<file path="config.mk">
export PLATFORM = sky130hd
export DESIGN_NAME = uart_rx
export DESIGN_NICKNAME = d
export VERILOG_FILES = /design/src/rtl/uart_rx_pkg.sv /design/src/rtl/uart_rx_sync.sv /design/src/rtl/uart_rx.sv
export SDC_FILE = /design/constraint.sdc
export NUM_CORES = 1
export LEC_CHECK = 0
export CAP_MARGIN = 10
export CORE_MARGIN = 2
export CORE_UTILIZATION = 57
export CTS_CLUSTER_SIZE = 16
export DETAILED_ROUTE_END_ITERATION = 12
export PLACE_DENSITY = 0.78
export SYNTH_ARGS = -nofsm -noshare
export SYNTH_HDL_FRONTEND = slang
export SYNTH_SLANG_ARGS = --single-unit
</file>
<file path="constraint.sdc">
create_clock -name i_clk -period 2.45 [get_ports i_clk]
set_input_delay 0.49 -clock i_clk [delete_from_list [all_inputs] [get_ports i_clk]]
set_output_delay 0.49 -clock i_clk [all_outputs]
set_load 0.005 [all_outputs]
</file>
<file path="src/rtl/uart_rx_pkg.sv">
// ---------------------------------------------------------------------------
// uart_rx_pkg
// Frame constants and bit-period calculation for the board UART. Both the
// transmitter and the receiver import this package, so the two sides always
// agree on the frame shape and on the bit timing.
//   DATA_BITS : data bits per frame, sent LSB first
//   STOP_BITS : stop bits per frame
//   START_BIT : line level of the start bit
//   STOP_BIT  : line level of the stop bit (and of the idle line)
//   bit_period(): clock cycles per bit, rounded down
// ---------------------------------------------------------------------------
package uart_rx_pkg;

  localparam int   DATA_BITS = 8;
  localparam int   STOP_BITS = 1;
  localparam logic START_BIT = 1'b0;
  localparam logic STOP_BIT  = 1'b1;

  // Rounds down. The receiver needs at least 4 cycles per bit so that the
  // half-bit delay of the start bit is not empty.
  function automatic int bit_period(input int clk_freq, input int baudrate);
    return clk_freq / baudrate;
  endfunction

endpackage

</file>
<file path="src/rtl/uart_rx_sync.sv">
// ---------------------------------------------------------------------------
// uart_rx_sync
// Two-flop synchroniser for the asynchronous RX pin. Both flops reset to 1,
// which is the idle line level, so a reset never looks like a start edge.
//   i_clk   : system clock
//   i_rstn  : asynchronous active-low reset
//   i_async : raw pin, asynchronous to i_clk
//   o_sync  : pin value synchronised to i_clk, two cycles of latency
// ---------------------------------------------------------------------------
module uart_rx_sync (
  input  logic i_clk,
  input  logic i_rstn,
  input  logic i_async,
  output logic o_sync
);

  logic meta;

  always_ff @(posedge i_clk or negedge i_rstn) begin
    if (!i_rstn) begin
      meta   <= 1'b1;
      o_sync <= 1'b1;
    end else begin
      meta   <= i_async;
      o_sync <= meta;
    end
  end

endmodule

</file>
<file path="src/rtl/uart_rx.sv">
// ---------------------------------------------------------------------------
// uart_rx
// Asynchronous serial receiver. The frame is 1 start bit, 8 data bits sent
// LSB first, 1 stop bit, and no parity. The receiver confirms the start bit
// at its midpoint and then samples every later bit at its midpoint. A good
// byte is presented with a one-cycle valid strobe. If the stop bit is low,
// the receiver raises a framing-error strobe and waits for the line to
// return high before it accepts another frame.
//   i_clk       : system clock, rising edge
//   i_rstn      : asynchronous active-low reset
//   i_uart_rx   : raw RX pin, idle high
//   o8_rxdata   : last good byte, held until the next good byte
//   o_valid     : one-cycle strobe, o8_rxdata updated
//   o_frame_err : one-cycle strobe, stop bit low and byte discarded
//   o_busy      : high whenever the receiver is not idle
// ---------------------------------------------------------------------------
module uart_rx
  import uart_rx_pkg::*;
#(
  parameter int p_BAUDRATE = 9600,
  parameter int p_CLK_FREQ = 12_000_000
) (
  input  logic       i_clk,
  input  logic       i_rstn,
  input  logic       i_uart_rx,
  output logic [7:0] o8_rxdata,
  output logic       o_valid,
  output logic       o_frame_err,
  output logic       o_busy
);

  localparam int lp_BIT_PERIOD  = bit_period(p_CLK_FREQ, p_BAUDRATE);
  localparam int lp_HALF_PERIOD = lp_BIT_PERIOD / 2;
  localparam int lp_TIMER_W     = $clog2(lp_BIT_PERIOD);
  localparam int lp_IDX_W       = $clog2(DATA_BITS);

  localparam logic [lp_TIMER_W-1:0] lp_BIT_LAST  = lp_TIMER_W'(lp_BIT_PERIOD - 1);
  localparam logic [lp_TIMER_W-1:0] lp_HALF_LAST = lp_TIMER_W'(lp_HALF_PERIOD - 1);
  localparam logic [lp_IDX_W-1:0]   lp_IDX_LAST  = lp_IDX_W'(DATA_BITS - 1);

  typedef enum logic [2:0] {
    S_IDLE,
    S_START,
    S_DATA,
    S_STOP,
    S_BRK_WAIT
  } state_t;

  state_t                  state, state_n;
  logic [lp_TIMER_W-1:0]   timer, timer_n;
  logic [lp_IDX_W-1:0]     bit_idx, bit_idx_n;
  logic [DATA_BITS-1:0]    shift, shift_n;
  logic [DATA_BITS-1:0]    rxdata, rxdata_n;
  logic                    valid_n, frame_err_n;
  logic                    rx_s, rx_prev;

  uart_rx_sync u_sync (
    .i_clk   (i_clk),
    .i_rstn  (i_rstn),
    .i_async (i_uart_rx),
    .o_sync  (rx_s)
  );

  // This flop keeps the previous synchronised value for falling-edge
  // detection. It resets to 1, so after a reset the line must be seen high
  // before a new start bit is accepted.
  always_ff @(posedge i_clk or negedge i_rstn) begin
    if (!i_rstn) rx_prev <= 1'b1;
    else         rx_prev <= rx_s;
  end

  always_ff @(posedge i_clk or negedge i_rstn) begin
    if (!i_rstn) begin
      state       <= S_IDLE;
      timer       <= '0;
      bit_idx     <= '0;
      shift       <= '0;
      rxdata      <= '0;
      o_valid     <= 1'b0;
      o_frame_err <= 1'b0;
    end else begin
      state       <= state_n;
      timer       <= timer_n;
      bit_idx     <= bit_idx_n;
      shift       <= shift_n;
      rxdata      <= rxdata_n;
      o_valid     <= valid_n;
      o_frame_err <= frame_err_n;
    end
  end

  // Every state transition clears the timer, so each state counts from zero.
  // Falling edges are only watched in IDLE. The receiver never
  // resynchronises in the middle of a frame.
  always_comb begin
    state_n     = state;
    timer_n     = timer + 1'b1;
    bit_idx_n   = bit_idx;
    shift_n     = shift;
    rxdata_n    = rxdata;
    valid_n     = 1'b0;
    frame_err_n = 1'b0;

    case (state)
      S_IDLE: begin
        timer_n = '0;
        if (rx_prev && !rx_s) state_n = S_START;
      end

      S_START: begin
        // Check the start bit again at its midpoint. A high line here means
        // the edge was a glitch.
        if (timer == lp_HALF_LAST) begin
          timer_n   = '0;
          bit_idx_n = '0;
          state_n   = (rx_s == START_BIT) ? S_DATA : S_IDLE;
        end
      end

      S_DATA: begin
        if (timer == lp_BIT_LAST) begin
          timer_n          = '0;
          shift_n[bit_idx] = rx_s;
          bit_idx_n        = bit_idx + 1'b1;
          if (bit_idx == lp_IDX_LAST) state_n = S_STOP;
        end
      end

      S_STOP: begin
        if (timer == lp_BIT_LAST) begin
          timer_n = '0;
          if (rx_s == STOP_BIT) begin
            rxdata_n = shift;
            valid_n  = 1'b1;
            state_n  = S_IDLE;
          end else begin
            frame_err_n = 1'b1;
            state_n     = S_BRK_WAIT;
          end
        end
      end

      S_BRK_WAIT: begin
        // Wait out a break or a line held low. A start bit is accepted again
        // only after the line has returned high.
        timer_n = '0;
        if (rx_s) state_n = S_IDLE;
      end

      default: begin
        timer_n = '0;
        state_n = S_IDLE;
      end
    endcase
  end

  assign o8_rxdata = rxdata;
  assign o_busy    = (state != S_IDLE);

endmodule

</file>
Yosys cells after proc, flatten, opt, wreduce, memory -nomap -nowiden
Cells that the tools add are included.
- order comparisons: 2
- mux-type cells: 24
- reductions and logical operators: 11
- add/subtract/negate cells: 2
- eq/ne operators: 13
- operators by type and width (cell ; count):
    $mux W3 ; 9
    $mux W11 ; 2
    $pmux W11 S2 ; 1
    $pmux W3 S5 ; 1
    $add A11 B1 Y11 const B ; 1
    $eq A11 B10 Y1 const B ; 1
    $eq A11 B11 Y1 const B ; 1
    $ne A2 B2 Y1 const B ; 5
    $bwmux W8 ; 1
    $mux W1 ; 7
    $eq A3 B2 Y1 const B ; 2
    $eq A3 B3 Y1 const B ; 2
    $pmux W3 S2 ; 1
    $reduce_and A3 Y1 ; 2
    $reduce_and A6 Y1 ; 1
    $lt A3 B4 Y1 const B ; 1
    $add A3 B1 Y3 const B ; 1
    $demux W1 S3 ; 1
    $eq A3 B1 Y1 const B ; 1
    $ge A3 B1 Y1 const B ; 1
    $logic_not A3 Y1 ; 1
    $reduce_bool A3 Y1 ; 1
    $logic_and A1 B1 Y1 ; 2
    $mux W2 ; 1
    5 further kinds ; 5
- word-level logic and storage cells: 62
- flip-flop bits (word level): 38
- output and inout port bits: 11
- input port bits: 3

Longest topological paths before layout
Gate-level depths: netlist of the first run.
- depth after elaboration: 5
- gate-level depth with buffers: 7
- depth with buffers taken out: 6

By module
A second synthesis of the first run with hierarchy kept.
- cell total of the unflattened synthesis: 150
- area total of the unflattened synthesis: 1796.7 µm²
- modules (own cells, without submodules) (module ; sequential area each (µm²) ; instances ; area an instance (µm²) ; cells each):
    uart_rx ; 902.1 ; 1 ; 1744.2 ; 148
    uart_rx_sync ; 52.6 ; 1 ; 52.6 ; 2

Worst setup path before layout of the first run
OpenSTA, ideal clock, no wires.
- path kind: flip-flop to flip-flop
- from: register timer[1]
- to: register shift[2]
- buffers on the path: 0
- clock period less this slack: 1.744 ns
- setup time: 0.125 ns
- stages on the path, launching flop included: 7
- slack: 0.706 ns
- arrival: 1.619 ns
- data required time: 2.325 ns
- path through: dfrtp_1 inv_1 ha_1 and4bb_1 nand4_2 nor4b_2 mux2_2
- longest elaborated chain between the ends: 2
- RTL lines (what ; RTL line ; RTL):
    from (decl) ; uart_rx.sv:50 ; logic [lp_TIMER_W-1:0] timer, timer_n;
    from (signal assigned) ; uart_rx.sv:83 ; timer <= timer_n;
    $eq A11 B11 Y1 ; uart_rx.sv:121 ; if (timer == lp_BIT_LAST) begin
    $reduce_and A2 Y1 (no line) ; - ;
    to (signal assigned) ; uart_rx.sv:85 ; shift <= shift_n;
    to (decl) ; uart_rx.sv:52 ; logic [DATA_BITS-1:0] shift, shift_n;
Every way passes these cells.
A chain may end at the register's enable or synchronous reset.

Worst setup path in the final report of the first run
- from: register state[1]
- to: output o_busy
- longest elaborated chain between the ends: 1
- RTL lines (what ; RTL line ; RTL):
    from (decl) ; uart_rx.sv:49 ; state_t state, state_n;
    from (signal assigned) ; uart_rx.sv:82 ; state <= state_n;
    $reduce_bool A3 Y1 ; uart_rx.sv:158 ; assign o_busy = (state != S_IDLE);
    to (decl) ; uart_rx.sv:29 ; output logic o_busy
Every way passes these cells.

==> flow_metrics.env, run 1 <==
export IMPL_status="finished clean"
export IMPL_cts_root_buf="clkbuf_4"
export IMPL_grt_start_max_net_pins=39
export IMPL_layout_drive_gt1_share_pct=19.3
export IMPL_wl_per_cell_um=13.8
export IMPL_synth_cells=151
export IMPL_worstPathMaxFanout=10
export IMPL_nets=173
export IMPL_final_hold_viol_count=0
export IMPL_ys_types=38
export IMPL_synth_edf_count=0
export IMPL_async_flop_share_pct=100
export IMPL_grt_pass1_wl_um=4990
export IMPL_syn_mean_instance_area_um2=11.8
export IMPL_drt_pass1_iter_count=4
export IMPL_grt_pass1_vias=1121
export IMPL_io_buffers=13
export IMPL_start_util_pct=59.0
export IMPL_end_kind="output port"
export IMPL_p_leak_nw=0.912
export IMPL_worst_pin_slew_ns=0.467
export IMPL_cts_resized=0
export IMPL_dr_wl_met3_um=89
export IMPL_via_per_inst=5.54
export IMPL_first_iter_violations=55
export IMPL_insertedDiodeCount=0
export IMPL_ir_worst_vdd_uv=421
export IMPL_routabilityCongestion=0.882
export IMPL_grt_util_all_layers_pct=19.0
export IMPL_clk_insertion_delay_late_ns=0.33
export IMPL_hold_slack_ns=0.365
export IMPL_htree_levels=2
export IMPL_dr_total_vias=1163
export IMPL_rsz0062_at_grt="false"
export IMPL_relSlewSlack_pct=68.9
export IMPL_wl_met2_um=1370
export IMPL_top_layer="met4"
export IMPL_ff2ff_setup_slack_ns=0.56
export IMPL_drc=0
export IMPL_core_mm2=0.00303
export IMPL_synth_nets=159
export IMPL_hp_class="reg2reg"
export IMPL_fin_crit_ns=2.11
export IMPL_fmax_mhz=474
export IMPL_rr_worst_depth=6
export IMPL_synth_xor_area_share_pct=4.90
export IMPL_postRouteAntennaNets=0
export IMPL_rows=20
export IMPL_wl_met1_um=1400
export IMPL_timing_rr_start="timer[1]$_DFF_PN0_"
export IMPL_clockBufferDepth=2
export IMPL_synth_seq_cells=38
export IMPL_synth_area_mm2=0.00179
export IMPL_area_growth_pct=11.3
export IMPL_post_dp_hpwl_um=2040
export IMPL_cts_buffers=5
export IMPL_max_cap_viol_count=0
export IMPL_antenna_found_initial=0
export IMPL_whs_path_depth=0
export IMPL_critPathRequiredTime_ns=1.96
export IMPL_grt_overflow_total=0
export IMPL_die_h_um=60.0
export IMPL_power_density_mw_per_mm2=629
export IMPL_die_area_mm2=0.00360
export IMPL_final_common_cell="dfrtp_1"
export IMPL_synth_ff_type="dfrtp_1"
export IMPL_finalSetupViolations=0
export IMPL_totalWireLength_um=2910
export IMPL_reg2reg_to="shift[0]$_DFFE_PN0P_"
export IMPL_finalCritPeriodShare_pct=86.0
export IMPL_synth_compound_area_share_pct=3.85
export IMPL_ctsHoldBuffers=0
export IMPL_hp_start="u_sync.meta$_DFF_PN1_"
export IMPL_synth_top_family_by_area="simple AND/OR/NAND/NOR gates"
export IMPL_synth_mux_area_share_pct=10.7
export IMPL_die_width_um=60.0
export IMPL_pin_count=14
export IMPL_cts_tree="built"
export IMPL_seq_area_frac_synth_pct=53.4
export IMPL_hold_end="u_sync.o_sync$_DFF_PN1_"
export IMPL_final_cell_mix="dfrtp_1 (35), nor2_1 (16), mux2_2 (14)"
export IMPL_synthAdderAreaFrac_pct=3.50
export IMPL_yosys_warnings=0
export IMPL_cp_start_kind="register"
export IMPL_cp_arrival_ns=1.62
export IMPL_fill_cells=250
export IMPL_setup_tns_ns=0
export IMPL_worstSetupPathType="reg2out"
export IMPL_slew_viol_final=0
export IMPL_clkTransAtPathRegs_ns=0.09
export IMPL_synthSimpleGateAreaFrac_pct=20.4
export IMPL_skew_ns=0.0114
export IMPL_clock_sinks=38
export IMPL_post_cts_repair_setup_buffers=0
-- logic make-up (layout without fill, tap and decap cells) --
| family | Yosys count | after routing |
|---|---|---|
| AOI/OAI and AO/OA | 11 | 11 |
| and+or+nand+nor | 59 | 59 |
| DFF | 38 | 38 |
| buffers and inverters | 11 | 26 |
| adders and majority gates | 5 | 5 |
| muxes | 17 | 17 |
| xor gates and xnor gates | 10 | 10 |
-- power by group --
group	internal [mW]	switching [mW]
sequential	0.688	0.0867
combinational	0.0885	0.0923
clock	0.114	0.182
-- synth_stat cells (2+ instances only) --
| master | n | share of area (%) |
|---|---|---|
| mux2_1 | 3 | 1.9 |
| ha_1 | 5 | 3.5 |
| o21ai_0 | 2 | 0.56 |
| nor2_1 | 16 | 3.4 |
| and4_1 | 3 | 1.5 |
| nor3_1 | 2 | 0.56 |
| inv_1 | 3 | 0.63 |
| dfstp_2 | 3 | 4.4 |
| nand4_1 | 2 | 0.70 |
| nor4_1 | 2 | 0.70 |
| nand4b_1 | 2 | 0.98 |
| xnor2_1 | 5 | 2.4 |
| dfrtp_1 | 35 | 49 |
| nand3_1 | 8 | 2.2 |
| buf_4 | 3 | 1.3 |
| nand2_1 | 8 | 1.7 |
| a22o_1 | 2 | 0.98 |
| xor2_1 | 5 | 2.4 |
| nor4b_2 | 2 | 1.7 |
| mux2_2 | 14 | 8.8 |
| a21oi_1 | 5 | 1.4 |
| nor2b_1 | 2 | 0.70 |
| buf_2 | 4 | 1.1 |
-- worst max-delay path: stages, from the launching register on --
cell and delay [ns]:
dfrtp_1 0.47, or3_1 0.38, clkdlybuf4s50_1 0.44
-- cell type report --
| cell class | count | area [um^2] | share of cell area (%) |
|---|---|---|---|
| repair buffers | 15 | 145 | 7.29 |
| inverters | 3 | 11.3 | 0.566 |
| flip-flops and latches | 38 | 955 | 48.0 |
| well taps | 44 | 55.1 | 2.77 |
| clock buffers | 8 | 48.8 | 2.45 |
| multi-input cells | 102 | 776 | 39.0 |
-- sequential cells by signal (all words and copies together), names as in the netlist --
name and count:
u_sync.o_sync 1, shift 8, o_valid 1, state 3
u_sync.meta 1, timer 11, bit_idx 3, rx_prev 1
o_frame_err 1, o8_rxdata 8
-- metal layers --
layer  GRT usage [%]  vias up
met3            6.06        7
met1            25.0      581
li1                -      558
met2            28.9       17
met5               0        -
met4            8.25        0
-- through the flow --
step	std cells	setup WS [ns]	total power, mW	util, %	area (um^2)
3_5_place_dp	202	0.556	0.970	64.1	1940
4_1_cts	210	0.331	1.27	65.7	1990
5_1_grt	210	0.262	1.33	65.7	1990
6_report	210	0.342	1.25	65.7	1990
2_1_floorplan	151	0.706	0.908	-	1790
3_3_place_gp	202	0.651	0.960	64.1	1940
-- how the worst max path moves through the flow --
stage                    startpoint                       end  slack, ns  depth (start not counted)
6_report       state[1]$_DFFE_PN0P_                    o_busy       0.34                          2
5_1_grt        state[1]$_DFFE_PN0P_                    o_busy       0.26                          2
4_1_cts        state[1]$_DFFE_PN0P_                    o_busy       0.33                          2
3_5_place_dp     timer[1]$_DFF_PN0_      shift[2]$_DFFE_PN0P_       0.56                          6
3_3_place_gp     timer[1]$_DFF_PN0_  o8_rxdata[4]$_DFFE_PN0P_       0.65                          6
2_1_floorplan    timer[1]$_DFF_PN0_      shift[2]$_DFFE_PN0P_       0.71                          6
No activity file was read; power rests on OpenSTA's default activity.
==> inputs of run 2 (changes only) <==
Settings changed: CTS_CLUSTER_SIZE 16 to 20.
==> results of run 2 <==
No change in the layout: final DEF, timing and power equal those of run 1.
